--- src/rtl/lru_arbiter.sv ---
// rtl/lru_arbiter.sv - least-recently-used arbiter sharing one resource among N requesters
//
// Ports:
//   clk      - system clock; all state updates on posedge
//   rst      - synchronous active-high reset
//   req      - request vector; bit i = requester i wants the resource
//   done     - current owner releases the resource (ignored when idle)
//   grant    - registered one-hot grant, all-zero when idle
//   grant_id - index of current owner, 0 when idle
//   busy     - high while any grant bit is high
//   expired  - one-cycle pulse on the cycle a grant is removed by the hold timeout
//   lru_id   - ID currently at the least-recent end of the recency list

module lru_arbiter #(
  parameter int N        = 4,
  parameter int HOLD_MAX = 8
) (
  input  logic                 clk,
  input  logic                 rst,
  input  logic [N-1:0]         req,
  input  logic                 done,
  output logic [N-1:0]         grant,
  output logic [$clog2(N)-1:0] grant_id,
  output logic                 busy,
  output logic                 expired,
  output logic [$clog2(N)-1:0] lru_id
);

  localparam int IW = $clog2(N);
  // Wide enough to hold HOLD_MAX-1 even when HOLD_MAX is a power of two.
  localparam int HW = $clog2(HOLD_MAX + 1);

  typedef enum logic {
    IDLE  = 1'b0,
    GRANT = 1'b1
  } state_t;

  state_t        state;
  state_t        state_n;
  logic [HW-1:0] hold;
  logic [HW-1:0] hold_n;
  logic [N-1:0]  grant_n;
  logic [IW-1:0] grant_id_n;
  logic          expired_n;

  // order[0] is most recently granted, order[N-1] least recently granted.
  logic [IW-1:0] order   [N];
  logic [IW-1:0] order_n [N];

  logic [IW-1:0] win_id;
  logic [IW-1:0] win_pos;
  logic          rel_done;
  logic          rel_drop;
  logic          rel_timeout;

  // Winner search: scanning from MRU towards LRU, the last requesting entry
  // seen is the least recently granted one.
  always_comb begin
    win_id  = '0;
    win_pos = '0;
    for (int k = 0; k < N; k++) begin
      if (req[order[k]]) begin
        win_id  = order[k];
        win_pos = IW'(k);
      end
    end
  end

  assign rel_done    = done;
  assign rel_drop    = ~req[grant_id];
  assign rel_timeout = (hold == HW'(HOLD_MAX - 1));

  // Next-state and next-output logic.
  always_comb begin
    state_n    = state;
    hold_n     = hold;
    grant_n    = grant;
    grant_id_n = grant_id;
    expired_n  = 1'b0;
    for (int k = 0; k < N; k++) begin
      order_n[k] = order[k];
    end

    case (state)
      IDLE: begin
        if (|req) begin
          state_n    = GRANT;
          grant_n    = N'(1) << win_id;
          grant_id_n = win_id;
          hold_n     = '0;
          // Winner moves to the MRU slot; entries that were more recent than
          // it slide one place towards LRU, older entries stay put.
          for (int k = 0; k < N; k++) begin
            if (k == 0) begin
              order_n[k] = win_id;
            end else if (k <= int'(win_pos)) begin
              order_n[k] = order[k-1];
            end
          end
        end
      end

      GRANT: begin
        if (rel_done || rel_drop || rel_timeout) begin
          state_n    = IDLE;
          grant_n    = '0;
          grant_id_n = '0;
          hold_n     = '0;
          // A voluntary release wins over the timeout.
          expired_n  = rel_timeout & ~rel_done & ~rel_drop;
        end else begin
          hold_n = hold + HW'(1);
        end
      end

      default: begin
        state_n    = IDLE;
        grant_n    = '0;
        grant_id_n = '0;
        hold_n     = '0;
      end
    endcase
  end

  always_ff @(posedge clk) begin
    if (rst) begin
      state    <= IDLE;
      hold     <= '0;
      grant    <= '0;
      grant_id <= '0;
      busy     <= 1'b0;
      expired  <= 1'b0;
      lru_id   <= '0;
      for (int k = 0; k < N; k++) begin
        order[k] <= IW'(N - 1 - k);
      end
    end else begin
      state    <= state_n;
      hold     <= hold_n;
      grant    <= grant_n;
      grant_id <= grant_id_n;
      busy     <= |grant_n;
      expired  <= expired_n;
      lru_id   <= order_n[N-1];
      for (int k = 0; k < N; k++) begin
        order[k] <= order_n[k];
      end
    end
  end

endmodule

--- config.mk ---
export PLATFORM = sky130hd
export DESIGN_NAME = lru_arbiter
export DESIGN_NICKNAME = d
export VERILOG_FILES = /design/src/rtl/lru_arbiter.sv
export SDC_FILE = /design/constraint.sdc
export NUM_CORES = 1
export LEC_CHECK = 0
export CAP_MARGIN = 5
export CORE_MARGIN = 1
export CORE_UTILIZATION = 40
export DETAILED_ROUTE_END_ITERATION = 12
export PLACE_DENSITY_LB_ADDON = 0.1
export SYNTH_ARGS = -nofsm -noshare
export SYNTH_HDL_FRONTEND = slang
export SYNTH_SLANG_ARGS = --single-unit
--- constraint.sdc ---
create_clock -name clk -period 5.3 [get_ports clk]
set_input_delay 1.06 -clock clk [delete_from_list [all_inputs] [get_ports clk]]
set_output_delay 1.06 -clock clk [all_outputs]
set_load 0.005 [all_outputs]
# [Word level (Yosys, flattened, before mapping)]
# Memories as Yosys holds them, arrays and structs flattened.
# Index checks and enable logic that the tools add are counted.
[word_totals] latchBits=0 input_bits=7 rom_bits=0 out_inout_bits=10 mem_bits_rw=8 n_memories=1 wordCells=78 reg_bits=15
[op_classes] muxes=41 add_sub_neg=1 mul=0 bitwise_logic=10 eq_ne=3 div_mod_pow=0 shift=1 magnitude_cmp=8 n_reduce_logical=6
[memory_table] memory="order" words=4 width=2 read_ports=4 rd_clocked_by_memory_dff=0 write_ports=4 line="47" rtl="logic [IW-1:0] order [N];"
[op_table] op="2-to-1 mux 2 bit" n=15
[op_table] op="2-to-1 mux 4 bit" n=4
[op_table] op="2-to-1 mux 8 bit" n=2
[op_table] op="case mux 4 bit (2 select lines)" n=2
[op_table] op="less-than comparator 2 x 3 -> 1 bit, second input constant" n=5
[op_table] op="2-to-1 mux 1 bit" n=11
[op_table] op="binary-select mux 1 bit (select 2 bit)" n=5
[op_table] op="OR reduction 4 bit" n=2
[op_table] op="adder 4 x 1 -> 4 bit, second input constant" n=1
[op_table] op="equality test 4 x 3 -> 1 bit, second input constant" n=1
[op_table] op="<= comparator 2 bit, first input constant" n=2
[op_table] op="NOT 1 bit" n=4
[op_table] op="bitwise OR 1 bit" n=4
[op_table] op="case mux 2 bit (2 select lines)" n=1
[op_table] op="<< shifter 1 x 2 -> 4 bit, first input constant" n=1
[op_table] op="OR reduction 3 bit" n=1
[op_table] op="AND 1 bit" n=2
[op_table] op="<= comparator 1 x 2 -> 1 bit, first input constant" n=1
[op_table] op="logical OR 1 bit" n=2
[op_table] op="!= test 2 x 1 -> 1 bit, second input constant" n=1
[op_table] op="!= test 2 bit, second input constant" n=1
[op_table] op="case mux 1 bit (2 select lines)" n=1
[op_table] op="AND reduction 2 bit" n=1

# [Depth between registers and ports, before layout]
# An unclocked memory read counts as a cell.
[depth] depth_word=11 ltp_mapped=8 mapped_depth_nobuf=6

# [Worst setup path after synthesis]
# OpenSTA, ideal clock, no wires.
[synth_path] path_kind="input port to flip-flop" startpoint="input req[1]" endpoint="memory order[0][3] (netlist name)" stages=6 setup_slack_ns=2.751 path_buffers=1 arrival_ns=2.429 required_ns=5.180 setup_time_ns=0.120 cell_sequence="buf_2 mux4_2 or2_1 o21ai_1 nor2_1 a211o_1"
[synth_lines] element="start: declaration" line="20" rtl="input logic [N-1:0] req,"
[synth_lines] element="end: declaration" line="47"

==> impl_metrics.env <==
export IMPL_cts_hold_buf=0
export IMPL_via_per_inst=5.73
export IMPL_path_clk_slew_ns=0.11
export IMPL_diodes=0
export IMPL_synthesis_nets=136
export IMPL_drtIter0Drc=23
export IMPL_synth_cells=128
export IMPL_grt_overflow_total=0
export IMPL_syn_area_per_cell_um2=9.30
export IMPL_track_usage_pct=17.1
export IMPL_synth_seq_cells=21
export IMPL_clock_sinks=21
export IMPL_cts_root_buf="clkbuf_4"
export IMPL_ys_warn_count=0
export IMPL_wl_met2_um=1090
export IMPL_clk_path_buf_depth=2
export IMPL_numCtsBuffers=3
export IMPL_status="finished clean"
export IMPL_die_y_um=56.5
export IMPL_grt_max_degree=22
export IMPL_finalClockSkew_ns=0.0116
export IMPL_p_leak_nw=0.528
export IMPL_worstPathMaxFanout=12
export IMPL_synthFlopType="dfxtp_1"
export IMPL_hold_viol=0
export IMPL_htree_levels=1
export IMPL_final_max_slew_viol_count=0
export IMPL_finalWirelength_um=2470
export IMPL_netSwitchingPower_uw=123
export IMPL_fin_util_pct=48.7
export IMPL_multiInputGateArea_um2=689
export IMPL_hold_path_class="flop to flop"
export IMPL_slew_headroom_pct=50.7
export IMPL_cts_resized_gates=0
export IMPL_mostFrequentLayoutCells="dfxtp_1, clkdlybuf4s50_1, nor2_1"
export IMPL_worst_slew_pin_slew_ns=0.737
export IMPL_final_common_cell="dfxtp_1"
export IMPL_gp_congestion=0.796
export IMPL_initial_core_util_pct=42.8
export IMPL_comb_power_share_pct=29.6
export IMPL_rows=19
export IMPL_fin_nets=149
export IMPL_setup_violations=0
export IMPL_seq_power_share_pct=50.2
export IMPL_ant_nets=0
export IMPL_core_area_um2=2780
export IMPL_ir_worst_vdd_uv=212
export IMPL_fin_setup_tns_ns=0
export IMPL_routed_top_layer="met4"
export IMPL_period_needed_ns=3.02
export IMPL_start_kind="primary input"
export IMPL_crit_arrival_ns=3.22
export IMPL_yosys_cell_types_count=42
export IMPL_switching_share_pct=31.6
export IMPL_worstSetupPathType="primary input to flop"
export IMPL_met1_length_um=1250
export IMPL_postCtsSetupRepairBufs=0
export IMPL_p_clk_share_pct=20.1
export IMPL_seqCellArea_um2=420
export IMPL_vias=979
export IMPL_max_cap_violations=0
export IMPL_min_period_over_period_pct=57.0
export IMPL_rsz0062_at_grt="no"
export IMPL_cp_end_kind="flop"
export IMPL_fin_total_pwr_uw=390
export IMPL_drive_gt1_share_pct=10.7
export IMPL_die_x_um=56.5
export IMPL_dieArea_um2=3200
export IMPL_grt_pass1_vias=934
export IMPL_worstPathRequired_ns=5.50
export IMPL_wl_met3_um=113
export IMPL_worstSkewPairLatency_ns=0.31
export IMPL_grt_pass1_wl_um=4300
export IMPL_post_drt_wl_per_cell_um=14.5
export IMPL_stdcell_area_um2=1360
export IMPL_max_freq_mhz=331
export IMPL_drc_errors=0
export IMPL_yosysSeqAreaShare_pct=35.3
export IMPL_synth_edf_count=0
export IMPL_power_internal_uw=267
export IMPL_port_buffers=16
export IMPL_nFillCells=264
export IMPL_antenna_found_initial=0
export IMPL_io_pins=17
export IMPL_place_area_um2=1330
export IMPL_power_per_cell_area_nw_per_um2=288
export IMPL_async_flop_share_pct=0
export IMPL_area_growth_pct=13.9
export IMPL_synth_cell_area_um2=1190
export IMPL_dp_hpwl_um=1750
export IMPL_drt_first_pass_iters=4
export IMPL_tritoncts="yes"
cell usage after synthesis, types with 3 or more instances:
cell,number,share of area [%]
inv_1,5,1.6
buf_6,3,2.8
a21oi_1,5,2.1
nand3b_1,3,1.9
nand2_1,13,4.1
mux2i_1,10,8.4
dfxtp_1,21,35
mux4_2,4,7.6
nor2_1,15,4.7
mux2_2,6,5.7
through the flow:
stage | hold slack [ns] | cells | setup slack, ns
floorplan | 0.441 | 128 | 2.75
global placement | 0.457 | 167 | 2.06
detailed placement | 0.464 | 167 | 2.01
CTS | 0.481 | 171 | 2.35
global route | 0.508 | 171 | 2.16
finish | 0.476 | 171 | 2.28
logic make-up after synthesis:
kind of cell / Yosys count / synth area share (%)
buf+inv: 13 / 6.73
flops: 21 / 35.3
mux: 20 / 21.7
fa+ha+maj: 1 / 1.05
compound gates: 26 / 15.8
simple gates: 47 / 19.5
registers in the layout (all words and copies together) (netlist names):
register and count:
order 6, state 1, grant 4, hold 4
grant_id 2, busy 1, lru_id 2, expired 1
power groups by stage:
stage | clock network (mW) | registers (mW) | logic [mW]
2_1_floorplan | 0 | 0.195 | 0.0858
3_3_place_gp | 0 | 0.200 | 0.115
3_5_place_dp | 0 | 0.200 | 0.114
4_1_cts | 0.0836 | 0.196 | 0.116
5_1_grt | 0.0914 | 0.199 | 0.128
6_report | 0.0785 | 0.196 | 0.116
worst max-delay path: stages:
cell and delay [ns]:
clkdlybuf4s50_1 0.60, nor4_1 0.68, nor2_1 0.29, o21ai_1 0.25
nor2_1 0.07, a211o_1 0.26
final cells by class:
type / count / area share [%]
timing repair buffer: 16 / 11.8
sequential: 21 / 31.0
tap: 31 / 2.86
inverter: 5 / 1.39
multi-input combinational: 94 / 50.9
clock inverter: 1 / 0.369
clock buffer: 3 / 1.66
worst paths after layout:
path	from	end	slack, ns	depth (start not counted)
max	req[3]	order[0][3]	2.28	6
min	grant[2]	grant[2]	0.48	2
max reg2reg	order[0][4]	grant[0]	3.27	4
min reg2reg	grant[2]	grant[2]	0.48	2
per-layer routing:
metal	vias to the layer above	GRT usage [%]
met3	2	4.15
li1	493	-
met1	460	25.3
met4	0	5.23
met2	24	24.4
met5	-	0
Power figures use the tool's default switching activity.
